--- config.mk ---
export PLATFORM = sky130hd
export DESIGN_NAME = demux_framer
export DESIGN_NICKNAME = d
export VERILOG_FILES = /design/src/rtl/demux_framer.sv
export SDC_FILE = /design/constraint.sdc
export NUM_CORES = 1
export LEC_CHECK = 0
export BUFFER_PORTS_ARGS = -buffer_cell sky130_fd_sc_hd__buf_4
export CELL_PAD_IN_SITES_DETAIL_PLACEMENT = 1
export CELL_PAD_IN_SITES_GLOBAL_PLACEMENT = 1
export CORE_UTILIZATION = 46
export CTS_BUF_LIST = sky130_fd_sc_hd__clkbuf_2 sky130_fd_sc_hd__clkbuf_4 sky130_fd_sc_hd__clkbuf_8
export CTS_CLUSTER_DIAMETER = 80
export DETAILED_ROUTE_END_ITERATION = 10
export PLACE_DENSITY_LB_ADDON = 0.3
export REMOVE_ABC_BUFFERS = 1
export SLEW_MARGIN = 20
export SYNTH_ARGS = -nofsm -noshare
export SYNTH_HDL_FRONTEND = slang
export SYNTH_SLANG_ARGS = --single-unit
--- constraint.sdc ---
create_clock -name clk -period 2.4 [get_ports clk]
set_input_delay 0.48 -clock clk [delete_from_list [all_inputs] [get_ports clk]]
set_output_delay 0.48 -clock clk [all_outputs]
set_load 0.01 [all_outputs]
--- src/rtl/demux_framer.sv ---
// Serial-to-parallel framer: collects 8 lanes of LANE_W bits into a registered frame.
// Optional DEMUX_DIRECT_EN adds a direct lane-write path into the output register.
module demux_framer #(
    parameter int LANE_W = 1
) (
    input  logic                clk,
    input  logic                rst_n,
    input  logic [LANE_W-1:0]   in,
    input  logic                in_valid,
    input  logic                frame_start,
`ifdef DEMUX_DIRECT_EN
    input  logic                dir_we,
    input  logic [2:0]          sel,
`endif
    output logic [8*LANE_W-1:0] out,
    output logic                out_valid,
    output logic                busy,
    output logic                err
);

    localparam logic [0:0] IDLE    = 1'b0;
    localparam logic [0:0] COLLECT = 1'b1;

    logic [0:0]          state;
    logic [2:0]          idx;
    logic [8*LANE_W-1:0] shadow;

    logic                accept;
    logic                start_beat;
    logic                data_beat;
    logic                complete;
    logic                restart;
    logic [8*LANE_W-1:0] frame_next;
    logic [8*LANE_W-1:0] out_next;

    always_comb begin
`ifdef DEMUX_DIRECT_EN
        accept = in_valid & ~dir_we;
`else
        accept = in_valid;
`endif
        start_beat = accept & frame_start;
        data_beat  = accept & ~frame_start & (state == COLLECT);
        complete   = data_beat & (idx == 3'd7);
        restart    = start_beat & (state == COLLECT);

        frame_next = shadow;
        frame_next[7*LANE_W +: LANE_W] = in;

        out_next = complete ? frame_next : out;
`ifdef DEMUX_DIRECT_EN
        // Applied after the frame merge so lane sel always wins a same-edge completion.
        if (dir_we) begin
            out_next[int'(sel)*LANE_W +: LANE_W] = in;
        end
`endif
    end

    always_ff @(posedge clk or negedge rst_n) begin
        if (!rst_n) begin
            state     <= IDLE;
            idx       <= '0;
            shadow    <= '0;
            out       <= '0;
            out_valid <= 1'b0;
            err       <= 1'b0;
        end else begin
            out       <= out_next;
            out_valid <= complete;
            err       <= restart;
            if (start_beat) begin
                shadow[LANE_W-1:0] <= in;
                idx                <= 3'd1;
                state              <= COLLECT;
            end else if (data_beat) begin
                shadow[int'(idx)*LANE_W +: LANE_W] <= in;
                idx <= idx + 3'd1;
                if (complete) begin
                    state <= IDLE;
                end
            end
        end
    end

    assign busy = (state == COLLECT);

endmodule

==> results_dict.tcl, run 1 <==
set metrics [dict create \
    wl_per_cell_um 15.1 \
    die_h_um 48.4 \
    status "finished, final reports clean" \
    period_needed_ns 2.22 \
    grt_util_all_layers_pct 18.8 \
    tns_ns 0 \
    cts_setup_buffers 0 \
    synthArstFlopShare_pct 100 \
    holdBufCountCts 0 \
    cp_slowest_cell "or3b_2" \
    die_area_um2 2350 \
    syn_inst 76 \
    syn_to_final_growth_pct 16.9 \
    fill_cells 213 \
    drtIter0Drc 7 \
    htree_levels 1 \
    postRouteAntennaNets 0 \
    rsz0062_at_grt "false" \
    synth_edf_count 0 \
    route.detailed.drc 0 \
    placed_area_um2 1130 \
    seq_area_frac_synth_pct 53.0 \
    multiInputGateArea_um2 435 \
    fp-row-count 16 \
    setup_violations 0 \
    maxCapViolations 0 \
    worst_slack_ns 0.176 \
    cp_common_cell "ha_1" \
    routed_wirelength_um 1820 \
    nets 107 \
    vdd_ir_drop_max_mv 0.371 \
    synth.area.top_cells "dfrtp_1 53%, mux2_2 15%, ha_1 8.8%" \
    hold_path_class "in -> async" \
    gr-total-overflow 0 \
    finalMaxSlewViolations 0 \
    portBuffers 15 \
    max-clock-path-buffers 2 \
    path_cells "inv_1 > ha_1 > ha_1 > or3b_2 > o31ai_4 > mux2_1" \
    grt_pass1_vias 723 \
    critPathMaxFanout 7 \
    worst_setup_path_start_kind "register" \
    cts_buffers 3 \
    final_core_util_pct 57.9 \
    ios 16 \
    dr.pass1.iters 2 \
    ys_seq_elements 21 \
    cp-end-kind "register" \
    yosysMostFrequentCell "dfrtp_1" \
    core_area_um2 2000 \
    dpl.hpwl_um 1330 \
    antenna_found_initial 0 \
    ys_top_cells_by_count "21 x dfrtp_1, 13 x mux2_2, 7 x ha_1, 7 x nand2_1" \
    final_cells 121 \
    leakage_nw 0.603 \
    synth_top_cell_area_share_pct 53.0 \
    synth_flop_cell "dfrtp_1" \
    tightest_slew_ns 0.415 \
    regArea_um2 526 \
    crit_required_ns 2.60 \
    grt_max_degree 22 \
    cts_resized 0 \
    clock_sinks 21 \
    vias 651 \
    num_antenna_cells 0 \
    finalInstanceArea_um2 1160 \
    insertion_delay_ns 0.30 \
    fmax_mhz 450 \
    syn_area_um2 992 \
    yosys_warnings 0 \
    final.period_utilization_pct 92.7 \
    path_class "reg -> reg" \
    root_buffer "clkbuf_4" \
    clock_skew_ns 0.00132 \
    ys_types 21 \
    place_congestion 0.801 \
    dp_slack_ns 0.192 \
    tritoncts "yes" \
    final-hold-violation-count 0 \
    grt_pass1_wl_um 3280 \
    pwr_density_cell_nw_per_um2 745 \
    clkTransAtPathRegs_ns 0.11 \
    max_stage_delay_ns 0.52 \
    yosysTopAreaCell "dfrtp_1" \
    viasPerCell 5.38 \
    synth.avg_cell_area_um2 13.1 \
    worstPathArrival_ns 2.42 \
    die_x_um 48.4 \
    start_util_pct 49.6 \
    relSlewSlack_pct 72.0 \
    placedCellCount 117 \
    drive_gt1_share_pct 38.3 \
]
[critical path: cells and delay by family, from the launching register on]
family | cells | cell delay [ns]
compound gates | 1 | 0.19
fa+ha+maj | 2 | 0.56
buf+inv | 1 | 0.09
flops | 1 | 0.42
mux | 1 | 0.34
simple gates | 1 | 0.52
[flip-flops by register name, summed over array words and instances (netlist names)]
register,flops
out_valid,1
busy,1
shadow,7
err,1
out,8
idx,3
[layer usage]
metal / vias up / GRT usage [%] / part of all wire [%]
met3: 4 / 3.14 / 2.7
met4: 0 / 8.82 / 1.7
met5: - / 0 / 0
li1: 308 / - / -
met2: 11 / 33.8 / 51
met1: 328 / 21.6 / 44
[cell families after synthesis]
logic type,share of synthesized area (%)
AND/OR/NAND/NOR,12.6
adder cells (fa/ha/maj),8.83
multiplexers,18.0
buffers and inverters,3.15
flip-flops,53.0
AO/OA/AOI/OAI,4.41
[path summary, 6_finish.rpt]
check,from,endpoint,slack [ns],cells after the start
worst max-delay path,idx[1],shadow[0],0.18,6
worst min-delay path,rst_n,out_valid,0.04,1
worst max register to register,idx[1],shadow[0],0.18,6
worst min register to register,shadow[3],shadow[3],0.51,1
max in group asynchronous,rst_n,shadow[2],2.15,1
min in group clk,frame_start,err,0.43,2
[power breakdown]
group	total [mW]	switching [mW]	internal, mW
clock network	0.181	0.105	0.0762
logic	0.231	0.114	0.116
registers	0.453	0.0359	0.417
[placed cells by master, fill, tap and decap left out]
cell type  netlist  layout
a22o_1           2       2
and3_1           2       2
and3b_1          1       1
buf_4            0      16
clkbuf_4         0       4
dfrtp_1         21      21
ha_1             7       7
inv_1            4       4
mux2_1           2       2
mux2_2          13      13
mux2i_1          1       1
nand2_1          7       7
nand2_2          1       1
nand4_1          4       4
nand4b_1         2       2
nor2_1           1       1
nor3_1           2       2
o21ai_0          1       1
o31ai_4          1       1
or3_1            1       1
or3b_2           1       1
[per-stage QoR]
stage	hold slack, ns	power [mW]
floorplan	0.184	0.599
global placement	0.374	0.675
detailed placement	0.377	0.692
CTS	0.0378	0.875
global route	0.0376	0.924
finish	0.0363	0.864
[cell type report]
class,instances,share of cell area [%]
Tap cell,27,2.91
Timing Repair Buffer,16,10.4
Sequential cell,21,45.3
Inverter,4,1.29
Clock buffer,4,2.59
Multi-Input combinational cell,49,37.5
(Power assumes the default switching activity.)
==> run 2: changes to the inputs <==
clock period = 2.29 ns   (was 2.4 ns; I/O delays follow)
==> results_dict.tcl, run 2 (synthesis gave the netlist of run 1 again) <==
set metrics [dict create \
    status "finished, final reports clean" \
    finalMaxSlewViolations 0 \
    tightest_slew_ns 0.380 \
    p_comb_share_pct 27.3 \
    cp.depth 6 \
    setup_violations 0 \
    rr_startpoint "idx[1]" \
    maxCapViolations 0 \
    worst_setup_path_start_kind "register" \
    clock_skew_ns 0.00806 \
    root_buffer "clkbuf_4" \
    die_area_um2 2350 \
    worstPathArrival_ns 2.32 \
    period_needed_ns 2.14 \
    vdd_ir_drop_max_mv 0.498 \
    die_x_um 48.4 \
    p_sw_share_pct 29.0 \
    viasPerCell 5.21 \
    crit_required_ns 2.48 \
    max_stage_delay_ns 0.50 \
    startpoint "idx[1]" \
    path_class "reg -> reg" \
    die_h_um 48.4 \
    routed_wirelength_um 1670 \
    grt_max_degree 22 \
    largest_register_ffs 8 \
    postRouteAntennaNets 0 \
    p_clk_share_pct 20.3 \
    place_congestion 0.737 \
    clkTransAtPathRegs_ns 0.12 \
    vias 636 \
    clock_sinks 21 \
    ios 16 \
    dp_slack_ns 0.161 \
    rr_worst_depth 6 \
    internal_power_mw 0.644 \
    grt_pass1_wl_um 2920 \
    relSlewSlack_pct 74.7 \
    fp-row-count 16 \
    path_cells "inv_1 > ha_1 > ha_1 > or3b_2 > o31ai_4 > mux2_1" \
    cts_resized 0 \
    pwr_density_cell_nw_per_um2 777 \
    final_common_cell "dfrtp_1" \
    start_util_pct 49.6 \
    holdBufCountCts 0 \
    drive_gt1_share_pct 38.9 \
    htree_levels 1 \
    cp-end-kind "register" \
    rsz0062_at_grt "false" \
    placed_area_um2 1140 \
    fmax_mhz 468 \
    cp_slowest_cell "or3b_2" \
    cts_setup_buffers 0 \
    worst_slack_ns 0.152 \
    wl_per_cell_um 13.7 \
    syn_to_final_growth_pct 17.7 \
    critPathTopFamily "simple AND/OR/NAND/NOR gates" \
    cp_common_cell "ha_1" \
    largest-register "out" \
    final.period_utilization_pct 93.4 \
    core_area_um2 2000 \
    cts_buffers 3 \
    num_antenna_cells 0 \
    gr-total-overflow 0 \
    tritoncts "yes" \
    finalInstanceArea_um2 1170 \
    leakage_nw 0.608 \
    power_frac_seq_pct 52.4 \
    portBuffers 15 \
    rrSetupSlack_ns 0.15 \
    grt_util_all_layers_pct 15.7 \
    path_buf_inv 1 \
    hold_path_class "in -> async" \
    top_regs "out x8, shadow x7, idx x3" \
    route.detailed.drc 0 \
    insertion_delay_ns 0.29 \
    final_core_util_pct 58.3 \
    drtIter0Drc 7 \
    max-clock-path-buffers 2 \
    dr.pass1.iters 4 \
    final-hold-violation-count 0 \
    dpl.hpwl_um 1240 \
    power.net_switching_mw 0.263 \
    grt_pass1_vias 647 \
    antenna_found_initial 0 \
    critPathMaxFanout 5 \
    reg2reg_to "shadow[0]" \
    nets 108 \
    final_cell_mix "21 x dfrtp_1, 17 x buf_4, 13 x mux2_2" \
    tns_ns 0 \
    worstSetupEndpoint "shadow[0]" \
]
run 2: per-layer routing:
layer	share of wire [%]	global-route usage, %
met5	0	0
met1	48	22.1
met3	2.7	3.14
met4	0	1.47
met2	49	26.1
run 2: worst reg2reg max path, cell delays in order, from the launching register on:
cell,delay [ns]
dfrtp_1,0.43
inv_1,0.08
ha_1,0.20
ha_1,0.29
or3b_2,0.50
o31ai_4,0.18
mux2_1,0.35
run 2: power by group through the flow:
stage	combinational, mW	clock [mW]	sequential, mW
after detailed placement	0.247	0	0.483
final	0.247	0.184	0.475
after floorplan	0.140	0	0.487
after global placement	0.239	0	0.478
after CTS	0.248	0.191	0.475
after global routing	0.273	0.205	0.485
run 2: stage by stage:
step | cells | hold slack (ns) | total power [mW]
after global placement | 118 | 0.351 | 0.717
after CTS | 122 | 0.0217 | 0.915
final | 122 | 0.0166 | 0.907
after global routing | 122 | 0.0262 | 0.963
after floorplan | 74 | 0.162 | 0.627
after detailed placement | 118 | 0.355 | 0.730
run 2: how the worst min path moves through the flow:
stage	startpoint	to	slack [ns]	cells past startpoint
after floorplan	rst_n	busy	0.16	0
after global placement	rst_n	out_valid	0.35	1
after detailed placement	rst_n	out_valid	0.36	1
after CTS	rst_n	out_valid	0.02	1
after global routing	rst_n	out[7]	0.03	1
final	rst_n	out_valid	0.02	1
run 2: final cells by class:
class	instances	area [um^2]
Tap cell	27	33.8
Inverter	4	15.0
Timing Repair Buffer	17	128
Clock buffer	4	30.0
Multi-Input combinational cell	49	435
Fill cell	217	835
Sequential cell	21	526
